$ cat config.mk
export PLATFORM = sky130hd
export DESIGN_NAME = bp_lce_hybrid_resp_send_flat
export DESIGN_NICKNAME = d
export VERILOG_FILES = /design/src/rtl/bp_lce_hybrid_resp_send_pkg.sv /design/src/rtl/bp_lce_hybrid_resp_send_if.sv /design/src/rtl/bp_lce_hybrid_resp_send_beat_serializer.sv /design/src/rtl/bp_lce_hybrid_resp_send.sv /design/src/flat_wrapper.sv
export SDC_FILE = /design/constraint.sdc
export NUM_CORES = 1
export LEC_CHECK = 0
export BUFFER_PORTS_ARGS = -buffer_cell sky130_fd_sc_hd__buf_2
export CAP_MARGIN = 40
export CORE_AREA = 2 2 298 300
export DETAILED_ROUTE_END_ITERATION = 8
export DIE_AREA = 0 0 300 302
export PLACE_DENSITY = 0.58
export SYNTH_ARGS = -nofsm -noshare
export SYNTH_HDL_FRONTEND = slang
export SYNTH_HIERARCHICAL = 1
export SYNTH_SLANG_ARGS = --single-unit
$ cat constraint.sdc
create_clock -name clk_i -period 2.15 [get_ports clk_i]
set_input_delay 0.43 -clock clk_i [delete_from_list [all_inputs] [get_ports clk_i]]
set_output_delay 0.43 -clock clk_i [all_outputs]
set_load 0.02 [all_outputs]
$ cat src/rtl/bp_lce_hybrid_resp_send_pkg.sv
// bp_lce_hybrid_resp_send_pkg: shared types for the LCE response transmitter.
// Rev 1.0
`default_nettype none

package bp_lce_hybrid_resp_send_pkg;

  localparam int PADDR_WIDTH         = 40;
  localparam int LCE_ID_WIDTH        = 4;
  localparam int CCE_ID_WIDTH        = 4;
  localparam int LCE_ASSOC           = 8;
  localparam int DWORD_WIDTH         = 64;
  localparam int DEFAULT_BLOCK_WIDTH = 512;
  localparam int CNT_WIDTH           = 16;

  typedef enum logic [3:0] {
    e_bedrock_resp_sync_ack = 4'd0,
    e_bedrock_resp_inv_ack  = 4'd1,
    e_bedrock_resp_coh_ack  = 4'd2,
    e_bedrock_resp_wb       = 4'd3,
    e_bedrock_resp_null_wb  = 4'd4
  } bp_bedrock_resp_type_e;

  typedef enum logic [1:0] {
    e_ack_sync    = 2'd0,
    e_ack_inv     = 2'd1,
    e_ack_coh     = 2'd2,
    e_ack_illegal = 2'd3
  } bp_lce_resp_ack_type_e;

  typedef struct packed {
    logic [LCE_ID_WIDTH-1:0] src_id;
    logic [CCE_ID_WIDTH-1:0] dst_id;
  } bp_bedrock_lce_resp_payload_s;

  typedef struct packed {
    bp_bedrock_lce_resp_payload_s payload;
    logic [2:0]                   size;
    logic [PADDR_WIDTH-1:0]       addr;
    logic [3:0]                   subop;
    bp_bedrock_resp_type_e        msg_type;
  } bp_bedrock_lce_resp_header_s;

  localparam int LCE_RESP_HEADER_WIDTH = $bits(bp_bedrock_lce_resp_header_s);

  function automatic bp_bedrock_resp_type_e ack_to_resp_type(input bp_lce_resp_ack_type_e t);
    case (t)
      e_ack_inv: return e_bedrock_resp_inv_ack;
      e_ack_coh: return e_bedrock_resp_coh_ack;
      default:   return e_bedrock_resp_sync_ack;
    endcase
  endfunction

  // BedRock size encoding is log2 of the byte count
  function automatic logic [2:0] block_msg_size(input int block_width);
    return 3'($clog2(block_width / 8));
  endfunction

  function automatic logic [CNT_WIDTH-1:0] sat_inc(input logic [CNT_WIDTH-1:0] v);
    return (v == {CNT_WIDTH{1'b1}}) ? v : v + 1'b1;
  endfunction

endpackage

`default_nettype wire

$ cat src/rtl/bp_lce_hybrid_resp_send_if.sv
// bp_lce_hybrid_resp_send_if: request and BedRock response signals of the transmitter.
// Rev 1.0
`default_nettype none

interface bp_lce_hybrid_resp_send_if
  import bp_lce_hybrid_resp_send_pkg::*;
#(
  parameter int LCE_DATA_WIDTH = DWORD_WIDTH,
  parameter int BLOCK_WIDTH    = DEFAULT_BLOCK_WIDTH
) ();

  logic [LCE_ID_WIDTH-1:0]          lce_id_i;

  logic                             ack_v_i;
  logic                             ack_ready_and_o;
  logic [1:0]                       ack_type_i;
  logic [PADDR_WIDTH-1:0]           ack_addr_i;
  logic [CCE_ID_WIDTH-1:0]          ack_dst_id_i;

  logic                             wb_v_i;
  logic                             wb_ready_and_o;
  logic                             wb_dirty_i;
  logic [PADDR_WIDTH-1:0]           wb_addr_i;
  logic [CCE_ID_WIDTH-1:0]          wb_dst_id_i;
  logic [BLOCK_WIDTH-1:0]           wb_data_i;

  bp_bedrock_lce_resp_header_s      lce_resp_header_o;
  logic                             lce_resp_header_v_o;
  logic                             lce_resp_header_ready_and_i;
  logic                             lce_resp_has_data_o;
  logic [LCE_DATA_WIDTH-1:0]        lce_resp_data_o;
  logic                             lce_resp_data_v_o;
  logic                             lce_resp_data_ready_and_i;
  logic                             lce_resp_last_o;

  logic [CNT_WIDTH-1:0]             wb_cnt_o;
  logic [CNT_WIDTH-1:0]             ack_cnt_o;

  modport master (
    input  lce_id_i,
    input  ack_v_i, ack_type_i, ack_addr_i, ack_dst_id_i,
    output ack_ready_and_o,
    input  wb_v_i, wb_dirty_i, wb_addr_i, wb_dst_id_i, wb_data_i,
    output wb_ready_and_o,
    output lce_resp_header_o, lce_resp_header_v_o, lce_resp_has_data_o,
    input  lce_resp_header_ready_and_i,
    output lce_resp_data_o, lce_resp_data_v_o, lce_resp_last_o,
    input  lce_resp_data_ready_and_i,
    output wb_cnt_o, ack_cnt_o
  );

  modport slave (
    output lce_id_i,
    output ack_v_i, ack_type_i, ack_addr_i, ack_dst_id_i,
    input  ack_ready_and_o,
    output wb_v_i, wb_dirty_i, wb_addr_i, wb_dst_id_i, wb_data_i,
    input  wb_ready_and_o,
    input  lce_resp_header_o, lce_resp_header_v_o, lce_resp_has_data_o,
    output lce_resp_header_ready_and_i,
    input  lce_resp_data_o, lce_resp_data_v_o, lce_resp_last_o,
    output lce_resp_data_ready_and_i,
    input  wb_cnt_o, ack_cnt_o
  );

endinterface

`default_nettype wire

$ cat src/rtl/bp_lce_hybrid_resp_send_beat_serializer.sv
// bp_lce_resp_beat_serializer: parallel-load block register emitting one beat per advance, LSW first.
// Rev 1.0
`default_nettype none

module bp_lce_resp_beat_serializer #(
  parameter int BLOCK_WIDTH = 512,
  parameter int DATA_WIDTH  = 64
) (
  input  wire logic                   clk,
  input  wire logic                   reset_n,
  input  wire logic                   load,
  input  wire logic [BLOCK_WIDTH-1:0] blk_in,
  input  wire logic                   advance,
  output logic      [DATA_WIDTH-1:0]  beat,
  output logic                        last,
  output logic                        done
);

  localparam int BEATS     = BLOCK_WIDTH / DATA_WIDTH;
  localparam int BEAT_CNTW = (BEATS > 1) ? $clog2(BEATS) : 1;
  localparam logic [BEAT_CNTW-1:0] LAST_BEAT = BEAT_CNTW'(BEATS - 1);

  logic [BLOCK_WIDTH-1:0] shift_reg;
  logic [BEAT_CNTW-1:0]   beat_cnt;

  always_ff @(posedge clk) begin
    if (!reset_n) begin
      shift_reg <= '0;
      beat_cnt  <= '0;
    end else if (load) begin
      shift_reg <= blk_in;
      beat_cnt  <= '0;
    end else if (advance) begin
      shift_reg <= shift_reg >> DATA_WIDTH;
      beat_cnt  <= last ? '0 : beat_cnt + 1'b1;
    end
  end

  assign beat = shift_reg[DATA_WIDTH-1:0];
  assign last = (beat_cnt == LAST_BEAT);
  assign done = advance & last;

endmodule

`default_nettype wire

$ cat src/rtl/bp_lce_hybrid_resp_send.sv
// bp_lce_hybrid_resp_send: arbitrates acks and writebacks into BedRock burst responses (header, then data).
// Rev 1.0 -- optional sent-message counters enabled by BP_LCE_RESP_SEND_CNT_EN.
`default_nettype none

module bp_lce_hybrid_resp_send
  import bp_lce_hybrid_resp_send_pkg::*;
#(
  parameter int LCE_DATA_WIDTH = DWORD_WIDTH,
  parameter int BLOCK_WIDTH    = DEFAULT_BLOCK_WIDTH
) (
  input wire logic                 clk_i,
  input wire logic                 reset_n_i,
  bp_lce_hybrid_resp_send_if.master bus
);

  localparam logic [2:0] BLOCK_SIZE = block_msg_size(BLOCK_WIDTH);

  generate
    if ((BLOCK_WIDTH % LCE_DATA_WIDTH) != 0 || BLOCK_WIDTH < LCE_DATA_WIDTH) begin : g_bad_beat_ratio
      $error("BLOCK_WIDTH must be a positive integer multiple of LCE_DATA_WIDTH");
    end
  endgenerate

  typedef enum logic [1:0] {
    S_IDLE = 2'd0,
    S_HDR  = 2'd1,
    S_DATA = 2'd2
  } state_e;

  state_e                      state, state_next;
  bp_bedrock_lce_resp_header_s hdr;
  logic                        dirty;

  logic wb_ready, ack_ready, hdr_v, data_v;
  logic wb_fire, ack_fire, ack_legal, hdr_fire, data_fire;
  logic ser_last, ser_done;
  logic [LCE_DATA_WIDTH-1:0] ser_beat;

  assign ack_legal = (bp_lce_resp_ack_type_e'(bus.ack_type_i) != e_ack_illegal);
  assign wb_fire   = bus.wb_v_i & wb_ready;
  assign ack_fire  = bus.ack_v_i & ack_ready;
  assign hdr_fire  = hdr_v & bus.lce_resp_header_ready_and_i;
  assign data_fire = data_v & bus.lce_resp_data_ready_and_i;

  always_ff @(posedge clk_i) begin
    if (!reset_n_i) state <= S_IDLE;
    else            state <= state_next;
  end

  // Writebacks win over acks; an illegal ack is consumed without leaving IDLE
  always_comb begin
    state_next = state;
    wb_ready   = 1'b0;
    ack_ready  = 1'b0;
    hdr_v      = 1'b0;
    data_v     = 1'b0;
    case (state)
      S_IDLE: begin
        wb_ready  = 1'b1;
        ack_ready = ~bus.wb_v_i;
        if (bus.wb_v_i)                    state_next = S_HDR;
        else if (bus.ack_v_i && ack_legal) state_next = S_HDR;
      end
      S_HDR: begin
        hdr_v = 1'b1;
        if (bus.lce_resp_header_ready_and_i) state_next = dirty ? S_DATA : S_IDLE;
      end
      S_DATA: begin
        data_v = 1'b1;
        if (ser_done) state_next = S_IDLE;
      end
      default: state_next = S_IDLE;
    endcase
  end

  always_ff @(posedge clk_i) begin
    if (!reset_n_i) begin
      hdr   <= '0;
      dirty <= 1'b0;
    end else if (wb_fire) begin
      hdr.payload.src_id <= bus.lce_id_i;
      hdr.payload.dst_id <= bus.wb_dst_id_i;
      hdr.size           <= BLOCK_SIZE;
      hdr.addr           <= bus.wb_addr_i;
      hdr.subop          <= '0;
      hdr.msg_type       <= bus.wb_dirty_i ? e_bedrock_resp_wb : e_bedrock_resp_null_wb;
      dirty              <= bus.wb_dirty_i;
    end else if (ack_fire && ack_legal) begin
      hdr.payload.src_id <= bus.lce_id_i;
      hdr.payload.dst_id <= bus.ack_dst_id_i;
      hdr.size           <= BLOCK_SIZE;
      hdr.addr           <= bus.ack_addr_i;
      hdr.subop          <= '0;
      hdr.msg_type       <= ack_to_resp_type(bp_lce_resp_ack_type_e'(bus.ack_type_i));
      dirty              <= 1'b0;
    end
  end

  bp_lce_resp_beat_serializer #(
    .BLOCK_WIDTH (BLOCK_WIDTH),
    .DATA_WIDTH  (LCE_DATA_WIDTH)
  ) u_serializer (
    .clk     (clk_i),
    .reset_n (reset_n_i),
    .load    (wb_fire & bus.wb_dirty_i),
    .blk_in  (bus.wb_data_i),
    .advance (data_fire),
    .beat    (ser_beat),
    .last    (ser_last),
    .done    (ser_done)
  );

  assign bus.wb_ready_and_o      = wb_ready;
  assign bus.ack_ready_and_o     = ack_ready;
  assign bus.lce_resp_header_o   = hdr;
  assign bus.lce_resp_header_v_o = hdr_v;
  assign bus.lce_resp_has_data_o = dirty;
  assign bus.lce_resp_data_o     = ser_beat;
  assign bus.lce_resp_data_v_o   = data_v;
  assign bus.lce_resp_last_o     = data_v & ser_last;

`ifdef BP_LCE_RESP_SEND_CNT_EN
  logic [CNT_WIDTH-1:0] wb_cnt, ack_cnt;

  always_ff @(posedge clk_i) begin
    if (!reset_n_i) begin
      wb_cnt  <= '0;
      ack_cnt <= '0;
    end else if (hdr_fire) begin
      if (hdr.msg_type == e_bedrock_resp_wb || hdr.msg_type == e_bedrock_resp_null_wb)
        wb_cnt <= sat_inc(wb_cnt);
      else
        ack_cnt <= sat_inc(ack_cnt);
    end
  end

  assign bus.wb_cnt_o  = wb_cnt;
  assign bus.ack_cnt_o = ack_cnt;
`else
  assign bus.wb_cnt_o  = '0;
  assign bus.ack_cnt_o = '0;
`endif

  a_no_illegal_ack : assert property (@(posedge clk_i) disable iff (!reset_n_i)
    !(ack_fire && !ack_legal));

endmodule

`default_nettype wire

$ cat src/flat_wrapper.sv
// flat-port wrapper written by rule: the top's interface ports become plain ports
module bp_lce_hybrid_resp_send_flat import bp_lce_hybrid_resp_send_pkg::*;
#(
  parameter int LCE_DATA_WIDTH = DWORD_WIDTH,
  parameter int BLOCK_WIDTH    = DEFAULT_BLOCK_WIDTH
)
  (clk_i, reset_n_i, bus_lce_id_i, bus_ack_v_i, bus_ack_type_i, bus_ack_addr_i, bus_ack_dst_id_i, bus_ack_ready_and_o, bus_wb_v_i, bus_wb_dirty_i, bus_wb_addr_i, bus_wb_dst_id_i, bus_wb_data_i, bus_wb_ready_and_o, bus_lce_resp_header_o, bus_lce_resp_header_v_o, bus_lce_resp_has_data_o, bus_lce_resp_header_ready_and_i, bus_lce_resp_data_o, bus_lce_resp_data_v_o, bus_lce_resp_last_o, bus_lce_resp_data_ready_and_i, bus_wb_cnt_o, bus_ack_cnt_o);
  bp_lce_hybrid_resp_send_if #(.LCE_DATA_WIDTH(LCE_DATA_WIDTH), .BLOCK_WIDTH(BLOCK_WIDTH)) bus_i ();
  input wire logic clk_i;
  input wire logic reset_n_i;
  input wire logic [$bits(bus_i.lce_id_i)-1:0] bus_lce_id_i;
  input wire logic [$bits(bus_i.ack_v_i)-1:0] bus_ack_v_i;
  input wire logic [$bits(bus_i.ack_type_i)-1:0] bus_ack_type_i;
  input wire logic [$bits(bus_i.ack_addr_i)-1:0] bus_ack_addr_i;
  input wire logic [$bits(bus_i.ack_dst_id_i)-1:0] bus_ack_dst_id_i;
  output wire logic [$bits(bus_i.ack_ready_and_o)-1:0] bus_ack_ready_and_o;
  input wire logic [$bits(bus_i.wb_v_i)-1:0] bus_wb_v_i;
  input wire logic [$bits(bus_i.wb_dirty_i)-1:0] bus_wb_dirty_i;
  input wire logic [$bits(bus_i.wb_addr_i)-1:0] bus_wb_addr_i;
  input wire logic [$bits(bus_i.wb_dst_id_i)-1:0] bus_wb_dst_id_i;
  input wire logic [$bits(bus_i.wb_data_i)-1:0] bus_wb_data_i;
  output wire logic [$bits(bus_i.wb_ready_and_o)-1:0] bus_wb_ready_and_o;
  output wire logic [$bits(bus_i.lce_resp_header_o)-1:0] bus_lce_resp_header_o;
  output wire logic [$bits(bus_i.lce_resp_header_v_o)-1:0] bus_lce_resp_header_v_o;
  output wire logic [$bits(bus_i.lce_resp_has_data_o)-1:0] bus_lce_resp_has_data_o;
  input wire logic [$bits(bus_i.lce_resp_header_ready_and_i)-1:0] bus_lce_resp_header_ready_and_i;
  output wire logic [$bits(bus_i.lce_resp_data_o)-1:0] bus_lce_resp_data_o;
  output wire logic [$bits(bus_i.lce_resp_data_v_o)-1:0] bus_lce_resp_data_v_o;
  output wire logic [$bits(bus_i.lce_resp_last_o)-1:0] bus_lce_resp_last_o;
  input wire logic [$bits(bus_i.lce_resp_data_ready_and_i)-1:0] bus_lce_resp_data_ready_and_i;
  output wire logic [$bits(bus_i.wb_cnt_o)-1:0] bus_wb_cnt_o;
  output wire logic [$bits(bus_i.ack_cnt_o)-1:0] bus_ack_cnt_o;
  assign bus_i.lce_id_i = bus_lce_id_i;
  assign bus_i.ack_v_i = bus_ack_v_i;
  assign bus_i.ack_type_i = bus_ack_type_i;
  assign bus_i.ack_addr_i = bus_ack_addr_i;
  assign bus_i.ack_dst_id_i = bus_ack_dst_id_i;
  assign bus_ack_ready_and_o = bus_i.ack_ready_and_o;
  assign bus_i.wb_v_i = bus_wb_v_i;
  assign bus_i.wb_dirty_i = bus_wb_dirty_i;
  assign bus_i.wb_addr_i = bus_wb_addr_i;
  assign bus_i.wb_dst_id_i = bus_wb_dst_id_i;
  assign bus_i.wb_data_i = bus_wb_data_i;
  assign bus_wb_ready_and_o = bus_i.wb_ready_and_o;
  assign bus_lce_resp_header_o = bus_i.lce_resp_header_o;
  assign bus_lce_resp_header_v_o = bus_i.lce_resp_header_v_o;
  assign bus_lce_resp_has_data_o = bus_i.lce_resp_has_data_o;
  assign bus_i.lce_resp_header_ready_and_i = bus_lce_resp_header_ready_and_i;
  assign bus_lce_resp_data_o = bus_i.lce_resp_data_o;
  assign bus_lce_resp_data_v_o = bus_i.lce_resp_data_v_o;
  assign bus_lce_resp_last_o = bus_i.lce_resp_last_o;
  assign bus_i.lce_resp_data_ready_and_i = bus_lce_resp_data_ready_and_i;
  assign bus_wb_cnt_o = bus_i.wb_cnt_o;
  assign bus_ack_cnt_o = bus_i.ack_cnt_o;
  bp_lce_hybrid_resp_send #(.LCE_DATA_WIDTH(LCE_DATA_WIDTH), .BLOCK_WIDTH(BLOCK_WIDTH)) u_core (.clk_i(clk_i), .reset_n_i(reset_n_i), .bus(bus_i));
endmodule
# Word-level counts from Yosys, hierarchy flattened
# Index checks and enable logic that the tools add are counted.
word_totals:
  input_bits: 613
  wordCells: 53
  output_inout_bits: 161
  regBits: 572
op_classes:
  n_reduce_logical: 7
  n_addsub: 1
  bitwise_logic: 8
  eq_ne: 9
  n_mux: 19
ops:
  columns: ["operator", "count"]
  rows:
  - ["$mux W512", 2]
  - ["$mux W59", 2]
  - ["$mux W2", 5]
  - ["$and A1 B1 Y1", 6]
  - ["$mux W1", 6]
  - ["$mux W3", 2]
  - ["$pmux W2 S3", 1]
  - ["$eq A2 B1 Y1 const B", 2]
  - ["$eq A2 B2 Y1 const B", 2]
  - ["$ne A2 B2 Y1 const B", 2]
  - ["$pmux W2 S2", 1]
  - ["$reduce_bool A2 Y1", 2]
  - ["$add A3 B1 Y3 const B", 1]
  - ["$eq A3 B3 Y1 const B", 1]
  - ["$ne A3 B2 Y1 const B", 1]
  - ["$reduce_and A3 Y1", 1]
  - ["$logic_and A1 B1 Y1", 2]
  - ["$logic_not A2 Y1", 1]
  - ["$ne A2 B1 Y1 const B", 1]
  - ["$not A1 Y1", 2]
  - ["$reduce_or A2 Y1", 1]

# Depth between registers and ports, before layout
# Gate-level depths: netlist of run 1.
logic_depth:
  word_depth: 6
  depth_mapped: 9
  depth_no_buf: 5

# By module
# The synthesis of run 1 kept the hierarchy.
by_module_without_submodules:
  columns: ["mod", "area_per_inst_um2", "seq_area_each_um2", "cells_per_inst", "instances"]
  rows:
  - ["bp_lce_resp_beat_serializer", 25739.7, 10309.9, 2355, 1]
  - ["bp_lce_hybrid_resp_send", 2900.3, 1101.1, 355, 1]

# Least setup slack after synthesis of run 1
# Ideal clock, no wire load.
synth_path:
  path_kind: "register to register"
  from: "reg u_core.state[1]"
  to: "reg u_core.u_serializer.shift_reg[181]"
  required_ns: 2.034
  synth_period_minus_slack_ns: 2.185
  setup_time_ns: 0.116
  stages_incl_launch_ff: 8
  path_slack_ns: -0.035
  arrival_ns: 2.069
  n_path_buf: 3
  cell_sequence: "dfxtp_1 > nor2b_1 > and2_1 > buf_2 > buf_6 > buf_6 > mux2_1 > o211a_1"
synth_via:
  word_cells_on_any_way: 9
  classes_between: "1 x eq/ne; 3 x mux; 3 x bitwise; 2 x reduce/logical"
synth_rtl:
  columns: ["element", "line_no", "source"]
  rows:
  - ["start, declared", "bp_lce_hybrid_resp_send.sv:30", "state_e state, state_next;"]
  - ["start signal, assigned", "bp_lce_hybrid_resp_send.sv:47", "else state <= state_next;"]
  - ["$eq A2 B2 Y1", "bp_lce_hybrid_resp_send.sv:57", "case (state)"]
  - ["$mux W1", "bp_lce_hybrid_resp_send.sv:57", null]
  - ["via bus_lce_resp_data_v_o", "flat_wrapper.sv:28", "output wire logic [$bits(bus_i.lce_resp_data_v_o)-1:0] bus_lce_resp_data_v_o;"]
  - ["$and A1 B1 Y1", "bp_lce_hybrid_resp_send.sv:43", "assign data_fire = data_v & bus.lce_resp_data_ready_and_i;"]
  - ["via u_core.data_fire", "bp_lce_hybrid_resp_send.sv:35", "logic wb_fire, ack_fire, ack_legal, hdr_fire, data_fire;"]
  - ["$reduce_bool A2 Y1 (no source line)", null, null]
  - ["end signal, assigned", "bp_lce_hybrid_resp_send_beat_serializer.sv:31", "shift_reg <= blk_in;"]
  - ["end signal, assigned", "bp_lce_hybrid_resp_send_beat_serializer.sv:34", "shift_reg <= shift_reg >> DATA_WIDTH;"]
  - ["end, declared", "bp_lce_hybrid_resp_send_beat_serializer.sv:23", "logic [BLOCK_WIDTH-1:0] shift_reg;"]
# The timed path passes the listed nets, and every way through them passes these cells.
# A chain may end at the register's enable or synchronous reset.

# Worst setup path in the final report of run 1
layout_path:
  from: "reg u_core.u_serializer.beat_cnt[0]"
  to: "out bus_lce_resp_last_o"
layout_via:
  elab_chain_cells: 2
layout_rtl:
  columns: ["element", "line_no", "source"]
  rows:
  - ["start, declared", "bp_lce_hybrid_resp_send_beat_serializer.sv:24", "logic [BEAT_CNTW-1:0] beat_cnt;"]
  - ["start signal, assigned", "bp_lce_hybrid_resp_send_beat_serializer.sv:35", "beat_cnt <= last ? '0 : beat_cnt + 1'b1;"]
  - ["$eq A3 B3 Y1", "bp_lce_hybrid_resp_send_beat_serializer.sv:40", "assign last = (beat_cnt == LAST_BEAT);"]
  - ["via u_core.ser_last", "bp_lce_hybrid_resp_send.sv:36", "logic ser_last, ser_done;"]
  - ["$and A1 B1 Y1", "bp_lce_hybrid_resp_send.sv:120", "assign bus.lce_resp_last_o = data_v & ser_last;"]
  - ["end, declared", "flat_wrapper.sv:29", "output wire logic [$bits(bus_i.lce_resp_last_o)-1:0] bus_lce_resp_last_o;"]
# The timed path passes the listed nets, and every way through them passes these cells.

==> summary.txt, run 1 <==
Global routing
  – Initial antenna violation count: 89
  – Largest net degree at the start of global routing: 136
  – Wire length of the first global-routing pass: 134,000 µm
  – Total grt overflow: 0
  – GRT Util Overall: 19.5%
  – Vias in the first global route: 22,144

CTS
  – Clock Latency Late Sink: 620 ps
  – Root buffer cell: clkbuf_16
  – CTS max path bufs: 3
  – Num CTS Buffers: 71
  – Reg clk slew, reported paths: 60 ps
  – CTS tree: done
  – Clk sink count: 570
  – CTS H-tree lvls: 3

Placed design
  – Port Buffers: 735
  – Post-DP HPWL: 70,300 µm
  – Gpl congestion: 0.836

Setup path
  – Top cell by count, worst path: ha_1
  – Critical path's slowest cell: dfxtp_1
  – Kind of start point of the critical path: register
  – CP endpoint kind: primary output
  – Crit-path max FO: 3
  – Flop2flop setup slack: 150 ps
  – R2R depth: 7
  – Critical path's largest stage delay: 320 ps
  – WS Path Type: reg2out
  – Required time of the worst setup path: 1720 ps
  – Reg2reg end: u_core/u_serializer/shift_reg[392]
  – CP arrival: 1630 ps
  – Reg2reg start: u_core/state[0]
  – CP Cell Sequence: ha_1 -> ha_1 -> and2_1 -> buf_4

Synth
  – Seq/Total Area, Yosys: 39.8%
  – Commonest cells post-synth: 570 x dfxtp_1, 448 x o211a_1, 332 x nand2b_1
  – Cell Area, Synth: 28,600 µm²
  – YS warnings: 6
  – Synth top area cells: dfxtp_1 40%, o211a_1 16%, mux2_2 9.8%
  – Number of enable flip-flop cells after synthesis: 0
  – Top-area cell type share of the netlist area: 39.8%
  – Async SR Flop Fraction: 0%
  – Synth Flop Type: dfxtp_1
  – Library cells used by synthesis: 42
  – Avg Inst Size Synth: 10.6 µm²
  – Flop and latch count out of synthesis: 570
  – Most numerous cell in the Yosys netlist: dfxtp_1
  – Leading area contributor after synthesis: dfxtp_1
  – Gate Count Post-Synth: 2,710

Timing
  – Max Slew Vio Count: 0
  – RSZ-0062 raised after global routing: false
  – Max Clock Skew: 25.3 ps
  – Hold violation count in the final report: 0
  – Final worst path period share: 95.7%
  – Slew @ Worst Pin: 633 ps
  – Period minus WS final: 2060 ps
  – Slew margin rel.: 57.8%
  – Final setup violation count: 0
  – Setup_tns: 0 ps
  – Max Clk Rate: 486 MHz

Final layout
  – Layout area overhead: 26.3%
  – Max reg flops: 512
  – Ratio of cells with drive above 1 in the final layout: 38.8%
  – Filler cells: 8,669
  – Nets: 3,955

Routing
  – DR vias: 22,318
  – Routed WL: 93,300 µm
  – Remaining routing DRC violations: 0
  – First-pass DRT Iterations: 5
  – Post-DR wirelength/cell: 20.3 µm
  – Iter 0 DRT Violations: 1,251
  – Vias per cell: 4.87
  – Post-DRT Antenna Nets: 0

Power
  – Power, Total: 27.7 mW
  – IR drop worst, VDD: 538 µV
  – Pleak: 19.9 nW
  – Pwr Density: 766 nW/µm²

Worst hold path
  – WHS Path Cells: 3
  – Min-Delay Endpoint: u_core/u_serializer/shift_reg[471]
  – Hold WC Path Type: in2reg
  – Hold Startpoint: bus_wb_data_i[471]

Die
  – Chip width: 300 µm
  – Die ar.: 90,600 µm²
  – Std cell rows: 109
  – Die Ht: 302 µm
  – I/O pin cnt: 774
  – Starting Density: 32.7%
  – Core Region: 87,600 µm²

Outcome
  – Outcome: completed

Flow run
  – MaxCap Viol Count: 0
## cells by family after synthesis
logic type / share of synthesized area [%]
compound gates: 20.2
fa+ha+maj: 0.131
buf+inv: 7.23
flops: 39.8
mux: 17.7
other cells: 0.0131
simple gates: 14.9
## cell usage in the layout, fill, tap and decap left out, types with 46 or more instances in the layout
cell and count:
or3b_2 62, nand2_1 154, a21boi_1 62, a31oi_1 46, dfxtp_1 569, nand2b_1 332
buf_12 54, buf_2 731, mux2_2 248, clkbuf_16 72, mux2_1 200, buf_4 100
o211a_1 448, or2b_1 119
## worst max-delay path: cells and delay by family, from the launching register on
| kind | cells | cell delay [ps] |
|---|---|---|
| simple gates | 1 | 130 |
| buf+inv | 1 | 180 |
| fa+ha+maj | 2 | 390 |
| flops | 1 | 320 |
## metrics by stage
step / hold slack [ps] / instances / util, % / area (µm²) / setup slack [ps]
after floorplan: 463 / 2747 / - / 28800 / 104
after global placement: 460 / 4429 / 38.5 / 33700 / 99.4
after detailed placement: 462 / 4429 / 38.5 / 33700 / 50.8
after CTS: 3.23 / 4555 / 41.2 / 36100 / 18.3
after global routing: 22.2 / 4573 / 41.3 / 36100 / 2.86
final: 55.8 / 4586 / 41.3 / 36200 / 92.8
## layout make-up
type | instances | area (µm²) | area share (%)
diodes | 31 | 77.6 | 0.214
inverters | 3 | 28.8 | 0.0795
multi-input cells | 1806 | 15300 | 42.3
clock inverters | 20 | 294 | 0.813
well taps | 1165 | 1460 | 4.03
clock buffers | 104 | 2080 | 5.75
flip-flops and latches | 570 | 11400 | 31.5
repair buffers | 887 | 5520 | 15.2
## worst max path at each step
stage                                         start                            endpoint  slack [ps]
global route        u_core/u_serializer/beat_cnt[0]                 bus_lce_resp_last_o           3
CTS                                 u_core/state[1]                 bus_ack_ready_and_o          20
global placement                         bus_wb_v_i   u_core/u_serializer/shift_reg[85]         100
floorplan                           u_core/state[1]  u_core/u_serializer/shift_reg[181]         100
finish              u_core/u_serializer/beat_cnt[0]                 bus_lce_resp_last_o          90
detailed placement                       bus_wb_v_i   u_core/u_serializer/shift_reg[18]          50
## power by group
group          total [mW]  internal [mW]  switching [mW]
Clock                12.1           7.15            4.99
Combinational        3.76           1.96            1.80
Sequential           11.8           11.3           0.491
Total                27.7           20.4            7.27
## per-layer routing
metal  track usage, %  vias to the layer above  routed length [µm]
met5                0                        -                 534
met4             6.48                       80                2610
met3             6.79                      220                7020
met2             35.6                      607               48100
met1             21.0                    10477               35000
li1                 -                    10934                   -
## timing repair
action,CTS,global route
endpoints found under the hold margin,1,0
pin swaps,0,1
gates resized for setup,5,3
buffers inserted,1,0
hold buffers,1,0
setup endpoints to repair,3,4
(Power assumes the default switching activity.)
==> inputs of run 2 (changes only) <==
--- a/config.mk
+++ b/config.mk
@@ -10,7 +10,7 @@
 export CORE_AREA = 2 2 298 300
 export DETAILED_ROUTE_END_ITERATION = 8
 export DIE_AREA = 0 0 300 302
-export PLACE_DENSITY = 0.58
+export PLACE_DENSITY_LB_ADDON = 0.05
 export SYNTH_ARGS = -nofsm -noshare
 export SYNTH_HDL_FRONTEND = slang
 export SYNTH_HIERARCHICAL = 1
==> run 2 against run 1 <==
  * Routed wire length grew 6.1%
  * Die area unchanged
  * Combinational power about the same
  * Sequential share of layout area grew 0.37 points
  * Global-route usage rose by 1.3 points
  * Critical path type unchanged
  * Highest routed layer unchanged
==> summary.txt, run 2 (synthesis results as in run 1) <==
Placed design
  – Port Buffers: 735 (unchanged)
  – Gpl congestion: 0.862 (+3.1%)
  – Cell area after placement: 33,400 µm² (-0.96%)
  – Post-DP HPWL: 75,600 µm (+7.6%)

Setup path
  – R2R depth: 6 (-1)
  – CP arrival: 1610 ps (-20 ps)
  – Kind of start point of the critical path: register
  – CP Cell Sequence: ha_1 -> ha_1 -> and2_1 -> buf_2
  – Reg2reg end: u_core/u_serializer/shift_reg[88]
  – Critical path's slowest cell: dfxtp_1
  – Crit-path max FO: 3 (unchanged)
  – Required time of the worst setup path: 1720 ps (about the same)
  – WS Path Type: reg2out
  – Top cell by count, worst path: ha_1
  – Reg2reg start: u_core/state[0]
  – CP endpoint kind: primary output
  – Flop2flop setup slack: 200 ps (+50 ps)
  – Delay-heaviest family, CP: adder cells
  – Critical path's largest stage delay: 330 ps (about the same)
  – Worst Path Buf+Inv: 1 (unchanged)

Final layout
  – Fin area: 35,800 µm² (-1.1%)
  – Layout area overhead: 24.9%
  – Ratio of cells with drive above 1 in the final layout: 38.0% (-0.77 points)
  – Multi-input gate area: 15,300 µm² (about the same)
  – Seq. cell area: 11,400 µm² (unchanged)
  – Commonest non-fill, non-tap cell in the layout: buf_2
  – Layout Utilization: 40.9% (-0.47 points)
  – Max reg flops: 512 (unchanged)
  – Commonest cells after routing, fill and taps aside: 733 x buf_2, 569 x dfxtp_1, 448 x o211a_1, 332 x nand2b_1, 248 x mux2_2
  – Filler cells: 8,797 (+1.5%)
  – Nets: 3,923 (-0.81%)

Timing
  – Hold violation count in the final report: 0 (unchanged)
  – Max Clock Skew: 17.1 ps (-8.13 ps)
  – RSZ-0062 raised after global routing: false
  – Slew margin rel.: 64.5% (+6.7 points)
  – Slew @ Worst Pin: 532 ps (-100 ps)
  – Final worst path period share: 95.1% (-0.62 points)
  – Max Clk Rate: 489 MHz (+0.66%)
  – Period minus WS final: 2040 ps (-13.4 ps)
  – Max Slew Vio Count: 0 (unchanged)
  – Final setup violation count: 0 (unchanged)
  – Setup_tns: 0 ps (unchanged)

Routing
  – Vias per cell: 5.00 (+2.7%)
  – Post-DR wirelength/cell: 21.8 µm (+7.1%)
  – DR vias: 22,699 (+1.7%)
  – Iter 0 DRT Violations: 1,019 (-19%)
  – Post-DRT Antenna Nets: 0 (unchanged)
  – Remaining routing DRC violations: 0 (unchanged)
  – Routed WL: 99,000 µm (+6.1%)
  – First-pass DRT Iterations: 7 (+2)

Global routing
  – Vias in the first global route: 23,147 (+4.5%)
  – Initial antenna violation count: 80 (-10%)
  – Largest net degree at the start of global routing: 100 (-26%)
  – Total grt overflow: 0 (unchanged)
  – GRT Util Overall: 20.8% (+1.3 points)
  – Wire length of the first global-routing pass: 143,000 µm (+6.5%)

Die
  – Chip width: 300 µm (unchanged)
  – Starting Density: 32.7% (unchanged)
  – Std cell rows: 109 (unchanged)
  – Die Ht: 302 µm (unchanged)
  – I/O pin cnt: 774 (unchanged)
  – Die ar.: 90,600 µm² (unchanged)
  – Core Region: 87,600 µm² (unchanged)

Power
  – Pwr Density: 771 nW/µm² (+0.67%)
  – Power, Total: 27.6 mW (-0.49%)
  – IR drop worst, VDD: 520 µV (-3.4%)
  – Pleak: 19.7 nW (-1.0%)

CTS
  – Clk sink count: 570 (unchanged)
  – Clock Latency Late Sink: 600 ps (-20 ps)
  – Root buffer cell: clkbuf_16
  – CTS tree: done
  – Num CTS Buffers: 72 (+1.4%)
  – CTS H-tree lvls: 3 (unchanged)
  – CTS max path bufs: 3 (unchanged)
  – Reg clk slew, reported paths: 60 ps (about the same)

Worst hold path
  – Hold WC Path Type: in2reg
  – Min-Delay Endpoint: u_core/state[0]
  – Hold Startpoint: bus_lce_resp_header_ready_and_i
  – WHS Path Cells: 2 (-1)

Outcome
  – Outcome: completed

Flow run
  – MaxCap Viol Count: 0 (unchanged)
run 2: worst max-delay path by stage:
| stage | start | to | slack (ps) | cells after the start |
|---|---|---|---|---|
| 2_1_floorplan | u_core/state[1] | u_core/u_serializer/shift_reg[181] | 100 | 7 |
| 3_3_place_gp | bus_wb_v_i | u_core/u_serializer/shift_reg[242] | 150 | 8 |
| 3_5_place_dp | bus_wb_v_i | u_core/u_serializer/shift_reg[308] | 140 | 8 |
| 4_1_cts | u_core/state[1] | bus_ack_ready_and_o | 20 | 4 |
| 5_1_grt | u_core/u_serializer/beat_cnt[0] | bus_lce_resp_last_o | 30 | 4 |
| 6_report | u_core/u_serializer/beat_cnt[0] | bus_lce_resp_last_o | 110 | 4 |
run 2: area by class of cell:
cell class	count	area share (%)
Clock inverter	17	0.577
Antenna cell	19	0.133
Inverter	3	0.0875
Multi-Input combinational cell	1806	42.8
Tap cell	1165	4.08
Sequential cell	570	31.9
Timing Repair Buffer	854	14.5
Clock buffer	109	5.92
run 2: what timing repair did:
action,CTS,global route
pin swaps,0,1
hold buffers,0,0
gates resized for setup,5,0
buffers inserted,0,2
setup endpoints to repair,2,2
run 2: routing by layer:
metal  GRT usage [%]  up-vias  part of all wire, %
met5               0        -                 0.50
met2            40.9      675                   55
met1            20.5    10857                   35
met3            6.71      227                  7.3
met4            6.40       74                  2.3
li1                -    10866                    -
run 2: power by group:
group	internal [mW]	switching (mW)	total, mW
combinational	1.92	1.82	3.74
sequential	11.3	0.488	11.8
clock	7.26	4.77	12.0
run 2: through the flow:
step	hold WS [ps]	instances	setup WS, ps
finish	51.4	4543	106
global route	48.2	4536	30.1
CTS	11.9	4522	15.4
detailed placement	456	4396	138
global placement	458	4395	152
floorplan	463	2747	104
